[src/rtl/ldl_rr_arbiter.sv]
// ldl_rr_arbiter: registered round-robin arbiter with grant lock.
// One requester is granted at a time and holds the grant until released.
// On release the priority origin (ptr) moves to the slot just past the winner.
// ptr feeds the downstream ring left shifter as its rotation amount.
// Optional feature macro: LDL_RR_ARB_DROP_RELEASE_EN. When it is defined, a
// withdrawn request from the current owner also releases the grant.
module ldl_rr_arbiter #(
  parameter int WIDTH = 8,
  parameter int PW    = $clog2(WIDTH)
) (
  input  logic             clk,
  input  logic             rst_n,
  input  logic [WIDTH-1:0] req,
  input  logic             done,
  output logic [WIDTH-1:0] gnt,
  output logic             gnt_vld,
  output logic [PW-1:0]    gnt_idx,
  output logic [PW-1:0]    ptr
);

  typedef enum logic {IDLE, BUSY} state_e;

  // One extra bit so ptr+k cannot overflow before the explicit wrap.
  localparam logic [PW:0]   WIDTH_P = (PW+1)'(WIDTH);
  localparam logic [PW-1:0] LAST    = PW'(WIDTH - 1);

  state_e           state_q, state_d;
  logic [WIDTH-1:0] gnt_q, gnt_d;
  logic             gnt_vld_q, gnt_vld_d;
  logic [PW-1:0]    gnt_idx_q, gnt_idx_d;
  logic [PW-1:0]    ptr_q, ptr_d;

  logic [PW-1:0]    win;
  logic             found;
  logic [PW:0]      cand;
  logic             release_evt;

`ifdef LDL_RR_ARB_DROP_RELEASE_EN
  // The owner dropping its request counts as a release; OR-ing keeps a
  // simultaneous done and drop down to a single release.
  assign release_evt = done | ~req[gnt_idx_q];
`else
  // Only done releases; a withdrawn request keeps the grant locked.
  assign release_evt = done;
`endif

  // Search requesters starting at ptr, wrapping by compare/subtract so that
  // non-power-of-two widths wrap at WIDTH rather than at 2**PW.
  always_comb begin
    // NOTE: blocking assignments here are intentional; cand and found are
    // scratch values that each iteration must see updated immediately.
    found = 1'b0;
    win   = '0;
    cand  = '0;
    for (int k = 0; k < WIDTH; k++) begin
      cand = {1'b0, ptr_q} + (PW+1)'(k);
      if (cand >= WIDTH_P) cand = cand - WIDTH_P;
      if (!found && req[cand[PW-1:0]]) begin
        found = 1'b1;
        win   = cand[PW-1:0];
      end
    end
  end

  // Next-state and next-output logic for the IDLE/BUSY grant FSM.
  always_comb begin
    // NOTE: every target gets a hold-value default first so no path through
    // the case can leave a signal unassigned and infer a latch.
    state_d   = state_q;
    gnt_d     = gnt_q;
    gnt_vld_d = gnt_vld_q;
    gnt_idx_d = gnt_idx_q;
    ptr_d     = ptr_q;
    case (state_q)
      IDLE: begin
        if (found) begin
          gnt_d      = '0;
          gnt_d[win] = 1'b1;
          gnt_idx_d  = win;
          gnt_vld_d  = 1'b1;
          state_d    = BUSY;
        end
      end
      BUSY: begin
        if (release_evt) begin
          gnt_d     = '0;
          gnt_vld_d = 1'b0;
          ptr_d     = (gnt_idx_q == LAST) ? '0 : gnt_idx_q + 1'b1;
          state_d   = IDLE;
        end
      end
      default: state_d = IDLE;
    endcase
  end

  // State and output registers; async reset clears everything mid-grant.
  always_ff @(posedge clk or negedge rst_n) begin
    // NOTE: non-blocking assignments so all registers update together on the
    // edge regardless of statement order.
    if (!rst_n) begin
      state_q   <= IDLE;
      gnt_q     <= '0;
      gnt_vld_q <= 1'b0;
      gnt_idx_q <= '0;
      ptr_q     <= '0;
    end else begin
      state_q   <= state_d;
      gnt_q     <= gnt_d;
      gnt_vld_q <= gnt_vld_d;
      gnt_idx_q <= gnt_idx_d;
      ptr_q     <= ptr_d;
    end
  end

  assign gnt     = gnt_q;
  assign gnt_vld = gnt_vld_q;
  assign gnt_idx = gnt_idx_q;
  assign ptr     = ptr_q;

endmodule

[config.mk]
export PLATFORM = sky130hd
export DESIGN_NAME = ldl_rr_arbiter
export DESIGN_NICKNAME = d
export VERILOG_FILES = /design/src/rtl/ldl_rr_arbiter.sv
export SDC_FILE = /design/constraint.sdc
export NUM_CORES = 1
export LEC_CHECK = 0
export BUFFER_PORTS_ARGS = -buffer_cell sky130_fd_sc_hd__buf_2
export CAP_MARGIN = 40
export CORE_MARGIN = 1
export CORE_UTILIZATION = 56
export CTS_CLUSTER_DIAMETER = 100
export DETAILED_ROUTE_END_ITERATION = 7
export PLACE_DENSITY = 0.79
export SYNTH_ARGS = -nofsm -noshare
export SYNTH_HDL_FRONTEND = slang
export SYNTH_SLANG_ARGS = --single-unit
[constraint.sdc]
create_clock -name clk -period 4.1 [get_ports clk]
set_input_delay 0.82 -clock clk [delete_from_list [all_inputs] [get_ports clk]]
set_output_delay 0.82 -clock clk [all_outputs]
set_load 0.01 [all_outputs]
Word level (Yosys, flattened, before mapping):

Cells that the tools add are included.

* flip-flop bits (word level): 16
* input bits: 11
* output and inout bits: 15
* word-level logic and storage cells: 113

* add/subtract/negate cells: 16
* $lt $le $gt $ge: 18
* equality and inequality tests: 3
* mux-type cells: 52
* bitwise gates (word level): 1
* reductions and logical operators: 18

Operators with widths (count)
* two-way mux 3 bit: 17
* < comparator 3 x 4 -> 1 bit (second input constant): 9
* greater-or-equal comparator 4 bit (second input constant): 7
* binary-select mux 1 bit (select 3 bit): 8
* subtractor 3 x 1 -> 3 bit (second input constant): 8
* two-way mux 1 bit: 21
* adder 3 x 3 -> 4 bit (second input constant): 4
* two-way mux 8 bit: 2
* one-hot mux 8 bit (2 select lines): 1
* adder 3 x 2 -> 4 bit (second input constant): 2
* logical AND 1 bit: 8
* zero test 1 bit: 7
* AND reduction 2 bit: 3
* adder 3 x 1 -> 4 bit (second input constant): 1
* greater-or-equal comparator 3 x 4 -> 1 bit (second input constant): 1
* inequality test 2 bit (second input constant): 2
* one-hot mux 1 bit (2 select lines): 2
* adder 3 x 1 -> 3 bit (second input constant): 1
* demux 1 bit (select 3 bit): 1
* == test 3 bit (second input constant): 1
* greater-or-equal comparator 3 x 1 -> 1 bit (second input constant): 1
* inverter 1 bit: 1

Depth between registers and ports, before layout:

Gate-level depths: netlist of run 1.

* depth in word-level cells: 32
* depth in mapped cells: 13
* depth with buffers taken out: 9

Worst setup path after synthesis of run 1:

No wires, ideal clock.

* kind: reg-to-reg
* start: reg ptr_q[0], in the netlist ptr[0]
* end: reg gnt_q[5], in the netlist gnt[5]
* library setup time: 96 ps
* arrival: 3243 ps
* required time: 4004 ps
* slack: 762 ps
* cell stages (with the launch flop): 13
* buffers on the path: 3
* clock period less this slack: 3338 ps
* path through: dfrtp_1 buf_4 inv_1 ha_1 buf_6 mux2_2 mux4_2 o32ai_4 and4_1 buf_4 a221oi_2 or3b_4 o31ai_1

* cells in the longest elaborated chain, start to end: 32
* elaborated cells between the ends (all ways): 86
* classes of those cells: add/sub: 15; order compare: 10; eq/ne: 1; mux: 44; reduce/logical: 16

Ends and longest elaborated chain
* from (decl): RTL line 31 `logic [PW-1:0] ptr_q, ptr_d;`
* from (signal assigned): RTL line 111 `ptr_q <= ptr_d;`
* parallel branches: the longest is 32 deep, another holds adder 3 x 1 -> 4 bit
* to (signal assigned): RTL line 108 `gnt_q <= gnt_d;`
* to (decl): RTL line 28 `logic [WIDTH-1:0] gnt_q, gnt_d;`

Parallel ways; which one is timed is not known. The select of a mux whose other input is x is not followed.
A chain may end at the register's enable or synchronous reset.

Worst setup path after layout of run 1:

* start: reg ptr_q[1], in the netlist ptr[1]
* end: reg gnt_q[5], in the netlist gnt[5]

Same word-level chain as after synthesis.

==> summary.md, run 1 <==
| Metric | Value |
|---|---|
| FMAX | `between 200 and 300 MHz` |
| Core Rows | `19` |
| Final cell count without fillers | `237` |
| Vias in the first global route | `1512` |
| Most common cell in the synthesized netlist | `nand2_1` |
| WP buf/inv | `2` |
| Max VDD drop | `0.000669 V` |
| Total number of vias | `around 1600` |
| Fillers | `225` |
| Height of the die | `57.3 um` |
| Ranking of synthesized cells by instance count | `nand2_1, dfrtp_1, mux2_2` |
| Top cell type's share of synthesized area | `a little under a quarter` |
| Critical path class | `flip-flop to flip-flop` |
| Switch share | `50.6%` |
| Detailed Place HPWL | `3240 um` |
| PwrDens | `just under 1000 mW/mm2` |
| Top FF cell, synth | `dfrtp_1` |
| Sw power | `0.945 mW` |
| Cells after DPL | `233` |
| Ant diodes | `0` |
| Critical path's top delay family | `simple AND/OR/NAND/NOR gates` |
| Placed Area | `0.00184 mm2` |
| R2R setup slack | `between 600 and 700 ps` |
| Setup Buffers After CTS | `0` |
| First-pass GRT wire length | `roughly 7300 um` |
| Critical Path Sink Type | `flip-flop` |
| Reg2reg start | `ptr[1]` |
| Area occupied by multi-input gates | `approximately 0.0012 mm2` |
| Routed Antenna Nets | `0` |
| Initial antenna violation count | `0` |
| Synthesis-stage register bit count | `16` |
| CTS root buffer | `clkbuf_4` |
| Full die area | `roughly 0.0033 mm2` |
| R2R depth | `10` |
| Final cycle utilization of the critical path | `between 80% and 90%` |
| Post-cts gate resize count | `0` |
| CP Launch Type | `flip-flop` |
| TritonCTS buffer count | `3` |
| Total power | `about 1.9 mW` |
| Cell area after layout | `0.00188 mm2` |
| CP max FO | `12` |
| CTS H-tree lvls | `1` |
| CP cell instances | `inv_2, ha_1, buf_4, mux4_2, mux2_2, nor2_1, and4_1, a221oi_2, or3b_4, o31ai_1` |
| Setup crit start | `ptr[1]` |
| Max Cap Violations | `0` |
| Netlist cell types | `54` |
| CTS sink count | `16` |
| Area Growth Syn to Fin | `9.79%` |
| Worst hold path class | `primary input to async pin` |
| Run status | `completed` |
| Total GRT Usage | `28.4%` |
| Seq. cell area | `around 400 um2` |
| Int Power | `0.921 mW` |
| Clock transition at path regs | `90 ps` |
| Cells after Synth | `183` |
| Final Setup Violations | `0` |
| Post-synthesis sequential area ratio | `23.4%` |
| Max Buffers Root-to-Sink | `2` |
| Layout net count | `222` |
| TritonCTS clock tree | `built` |
| Cell depth of the worst setup path | `10` |
| DRC Markers | `0` |
| Top post-synthesis cells by area | `dfrtp_1, mux4_2, mux2_2` |
| Layout Skew | `1.88 ps` |
| Clk Latency, worst-skew pair | `280 ps` |
| Clock Power Share | `5.5%` |
| Drt initial violations | `84` |
| Port-buffer cells | `25` |
| Die Wd | `between 50 and 60 um` |
| Hold_ws | `428 ps` |
| Post-synth ARST share | `100%` |
| Mean area per synthesized cell | `9.36 um2` |
| Slowest-stage cell, CP | `mux4_2` |
| Met2 usage | `45.5%` |
| Slew at the pin with the worst max-slew slack | `610 ps` |
| Critical R2R Capture | `gnt[5]` |
| Met1 Usage GRT | `between 40 and 50%` |
| Final Hold Fails | `0` |
| Synthesized Nets | `198` |
| TritonRoute pass-1 iters | `4` |
| Remaining Overflow, GRT | `0` |
| Slew Viols, Final | `0` |
| Detail-routed via count per cell | `roughly 7` |
| Leakage | `between 0.8 and 0.9 nW` |
| Total wire length | `a little over 4000 um` |
| Post-synthesis cell area | `roughly 0.0017 mm2` |
| Final GP Congestion | `0.982` |
| Tmin final | `3410 ps` |
| Crit path to | `gnt[5]` |
| Worst Path Required | `4290 ps` |
| Pin count of the biggest net entering global routing | `30` |
| Setup_tns | `0 ps` |
| Layout cells sized above 1 | `30.1%` |
| GRT Max-Usage Layer | `met2` |
| DR WL/cell | `17.5 um` |
| GR Util met3 | `roughly 5.4%` |
| CP max stage delay | `about 570 ps` |
| Ys Warns | `0` |
| Post-synth EDFFs | `0` |
| Combinational Power Share | `roughly 81%` |
| CTS hold repair buffers | `0` |
| Synth area leader | `dfrtp_1` |
| Core area | `0.00283 mm2` |
| Initial Util | `60.5%` |
| Data arrival time of the worst path | `3600 ps` |
| RSZ-0062 raised after global routing | `false` |
| I/O pin cnt | `26` |
| Slew margin rel. | `59.3%` |
| Sequential fraction of design power | `13.8%` |
[worst register-to-register path: cells and delay by family, from the launching register on]
| kind | cells | cell delay (ps) |
|---|---|---|
| muxes | 2 | 910 |
| adders and majority gates | 1 | 390 |
| and+or+nand+nor | 3 | 1000 |
| DFF | 1 | 370 |
| AOI/OAI and AO/OA | 2 | 320 |
| buffers and inverters | 2 | 340 |
[layer usage]
layer,share of wire [%],routed length [um]
met5,0,0
met4,0.58,24
met3,8.9,370
met2,48,1990
met1,42,1760
[power groups by stage]
stage / sequential, mW / clock (mW) / combinational (mW)
after detailed placement: 0.262 / 0 / 1.48
after CTS: 0.258 / 0.106 / 1.49
after floorplan: 0.292 / 0 / 1.16
after global placement: 0.260 / 0 / 1.44
after global routing: 0.266 / 0.112 / 1.66
final: 0.258 / 0.102 / 1.51
[final cells by class]
cell class | instances | share of cell area (%)
Timing Repair Buffer | 29 | 8.25
Inverter | 9 | 1.80
Sequential cell | 16 | 21.3
Tap cell | 31 | 2.06
Multi-Input combinational cell | 148 | 64.7
Clock buffer | 4 | 1.93
[logic make-up (layout without fill, tap and decap cells)]
| group | Yosys count | in the layout | share of synthesized area [%] |
|---|---|---|---|
| adders and majority gates | 4 | 4 | 2.92 |
| muxes | 31 | 31 | 25.6 |
| and+or+nand+nor | 55 | 55 | 15.3 |
| buffers and inverters | 19 | 42 | 5.62 |
| AOI/OAI and AO/OA | 55 | 55 | 25.7 |
| xor gates and xnor gates | 3 | 3 | 1.53 |
| DFF | 16 | 16 | 23.4 |
[flip-flops by register name (all words and copies together) (netlist names)]
| name | flops |
|---|---|
| gnt | 8 |
| gnt_idx | 3 |
| ptr | 3 |
| gnt_vld | 1 |
| state_q | 1 |
[through the flow]
stage                     setup WS (ps)  utilization [%]
after detailed placement            703             65.2
after global placement              782             65.2
after CTS                           691             66.5
after global routing                485             66.5
after floorplan                     762                -
final                               690             66.5
[worst min-delay path by stage]
stage,slack (ps),depth (start not counted),to,startpoint
2_1_floorplan,520,0,gnt[0],rst_n
3_3_place_gp,460,2,gnt[0],gnt[0]
3_5_place_dp,460,2,gnt[2],gnt[2]
4_1_cts,430,1,gnt[5],rst_n
5_1_grt,450,1,state_q,rst_n
6_report,430,1,state_q,rst_n
[layout by cell type, fill, tap and decap left out, drive strengths merged, types with 2 or more instances in the layout]
cell type	synthesis	final
buf	6	29
nand2	24	24
dfrtp	16	16
mux2	12	12
o21ai	11	11
mux2i	10	10
o31ai	10	10
mux4	9	9
inv	9	9
nor2	8	8
nor3	6	6
and2	4	4
ha	4	4
clkbuf	4	4
o211ai	3	3
nand3	3	3
a221oi	3	3
o21bai	2	2
xor2	2	2
nand4	2	2
o21a	2	2
a21oi	2	2
nor2b	2	2
o32a	2	2
nand2b	2	2
o22ai	2	2
a31oi	2	2
o211a	2	2
(Power assumes the default switching activity.)
==> run 2: changes to the inputs <==
--- a/config.mk
+++ b/config.mk
@@ -8,10 +8,10 @@
 export BUFFER_PORTS_ARGS = -buffer_cell sky130_fd_sc_hd__buf_2
 export CAP_MARGIN = 40
 export CORE_MARGIN = 1
-export CORE_UTILIZATION = 56
+export CORE_UTILIZATION = 52
 export CTS_CLUSTER_DIAMETER = 100
 export DETAILED_ROUTE_END_ITERATION = 7
-export PLACE_DENSITY = 0.79
+export PLACE_DENSITY = 0.77
 export SYNTH_ARGS = -nofsm -noshare
 export SYNTH_HDL_FRONTEND = slang
 export SYNTH_SLANG_ARGS = --single-unit
==> constraint.sdc (replaced) <==
create_clock -name clk -period 2.7 [get_ports clk]
set_input_delay 0.54 -clock clk [delete_from_list [all_inputs] [get_ports clk]]
set_output_delay 0.54 -clock clk [all_outputs]
set_load 0.01 [all_outputs]
==> run 2 against run 1 <==
Compared with the run above:
- the run now ends with negative setup slack left
- routed wire length increased by 20%
- power increased by 94%
- sequential power increased by 56%
- clock power increased by 56%
- count of clock-buffer cells in the layout unchanged
- via count increased by 11%
- global-route usage increased by 2.1 points
==> summary.md, run 2 (synthesis results as in run 1) <==
| Metric | Value |
|---|---|
| Run status | `finished, violations left` |
| Failing checks | `negative setup slack` |
| Combinational Power Share | `84.5%` |
| Initial Util | `a little under three fifths` |
| Worst hold path class | `primary input to async pin` |
| Reg2reg start | `ptr[0]` |
| Critical path class | `flip-flop to flip-flop` |
| Initial antenna violation count | `0` |
| Sequential fraction of design power | `11.1%` |
| Slew margin rel. | `around two thirds` |
| Ant diodes | `0` |
| Leakage | `roughly 1.1 nW` |
| FMAX | `~320 MHz` |
| Max Cap Violations | `0` |
| Routed Antenna Nets | `0` |
| R2R depth | `9` |
| Max Buffers Root-to-Sink | `2` |
| Int Power | `about 1.9 mW` |
| CP Launch Type | `flip-flop` |
| Layout net count | `269` |
| Largest register FFs | `8` |
| Clock Power Share | `4.4%` |
| Total GRT Usage | `30.4%` |
| Sw power | `1.71 mW` |
| Full die area | `roughly 0.0035 mm2` |
| Detail-routed via count per cell | `just over 6` |
| Data arrival time of the worst path | `~3300 ps` |
| Cells after DPL | `~290` |
| Die Wd | `59.4 um` |
| Slew Viols, Final | `0` |
| I/O pin cnt | `26` |
| CTS sink count | `16` |
| Critical Path Sink Type | `flip-flop` |
| Pin count of the biggest net entering global routing | `30` |
| Detailed Place HPWL | `around 3800 um` |
| Core area | `0.00308 mm2` |
| Core Rows | `20` |
| Final GP Congestion | `0.923` |
| RSZ-0062 raised after global routing | `true` |
| Remaining Overflow, GRT | `0` |
| Layout cells sized above 1 | `49.0%` |
| Final cycle utilization of the critical path | `116%` |
| Slew at the pin with the worst max-slew slack | `around 510 ps` |
| R2R setup slack | `-430 ps` |
| Total wire length | `4980 um` |
| Final worst slack | `-431 ps` |
| TritonCTS buffer count | `3` |
| Commonest non-fill, non-tap cell in the layout | `buf_4` |
| Fillers | `220` |
| Switch share | `47.4%` |
| Max VDD drop | `0.000855 V` |
| Final cell count without fillers | `a little under 300` |
| DR WL/cell | `16.8 um` |
| Final Setup Violations | `12` |
| Area Growth Syn to Fin | `37.4%` |
| Drt initial violations | `128` |
| Setup_tns | `-3970 ps` |
| Port-buffer cells | `25` |
| Worst Path Required | `2900 ps` |
| PwrDens | `roughly 1500 mW/mm2` |
| CTS H-tree lvls | `1` |
| CP max FO | `7` |
| Critical R2R Capture | `gnt[7]` |
| Clock transition at path regs | `90 ps` |
| Tmin final | `3130 ps` |
| Final Hold Fails | `0` |
| TritonCTS clock tree | `built` |
| Clk Latency, worst-skew pair | `290 ps` |
| First-pass GRT wire length | `7990 um` |
| CTS root buffer | `clkbuf_4` |
| DRC Markers | `0` |
| TritonRoute pass-1 iters | `5` |
| Layout Skew | `approximately 2.3 ps` |
| Height of the die | `59.4 um` |
| Vias in the first global route | `~1700` |
| Total number of vias | `roughly 1800` |
| Total power | `3.62 mW` |
| Most frequent cells in the layout | `buf_4, buf_2, nand2_1` |
-- run 2: cell count changes in the layout (fill, tap and decap cells not counted), sizes merged --
cell / change
buf: +47
-- run 2: layout make-up --
| cell class | instances | area, um2 | share of cell area (%) |
|---|---|---|---|
| clock buffer | 4 | 36.3 | 1.54 |
| multi-input combinational | 148 | 1310 | 55.5 |
| inverter | 9 | 36.3 | 1.54 |
| tap | 44 | 55.1 | 2.34 |
| timing repair buffer | 76 | 519 | 22.1 |
| sequential | 16 | 400 | 17.0 |
-- run 2: worst max-delay path by stage --
stage | from | endpoint | slack [ps] | cells past startpoint
after floorplan | ptr[0] | gnt[5] | -490 | 12
after global routing | ptr[0] | gnt[7] | -550 | 9
final | ptr[0] | gnt[7] | -430 | 9
after global placement | ptr[0] | gnt[5] | -230 | 9
after detailed placement | ptr[0] | gnt[1] | -380 | 9
after CTS | ptr[0] | gnt[6] | -360 | 10
-- run 2: power groups by stage --
stage / clock network, mW / logic [mW] / registers, mW
5_1_grt: 0.180 / 3.30 / 0.412
3_5_place_dp: 0 / 2.76 / 0.401
4_1_cts: 0.161 / 2.83 / 0.396
3_3_place_gp: 0 / 2.67 / 0.393
6_report: 0.159 / 3.06 / 0.402
2_1_floorplan: 0 / 1.83 / 0.444
-- run 2: per-stage QoR --
stage                     util [%]  setup WS [ps]  area (um2)  hold WS (ps)
after floorplan                  -           -494        1760           244
after global placement        71.1           -229        2190           456
after detailed placement      71.1           -382        2190           460
after CTS                     73.5           -362        2260           154
after global routing          76.5           -553        2350           147
final                         76.5           -431        2350           148
-- run 2: timing repair --
action / 4_1_cts / 5_1_grt
pin swaps: 2 / 4
gates resized for setup: 4 / 15
setup buffers: 3 / 5
hold buffers: 0 / 0
cloned: 0 / 0
endpoints found under the setup margin: 12 / 12
-- run 2: worst max-delay path, cell delays in order, from the launching register on --
cell,delay [ps]
dfrtp_1,430
inv_4,50
ha_4,330
mux2_4,320
mux4_2,530
o32ai_4,280
nand3_2,130
o211a_1,270
or3b_4,460
o31ai_1,240
-- run 2: routing by layer --
layer / up-vias / routed length [um] / track usage [%]
li1: 853 / - / -
met1: 861 / 2090 / 38.0
met2: 76 / 2520 / 52.0
met3: 16 / 230 / 4.37
met4: 0 / 142 / 12.9
met5: - / 0 / 0
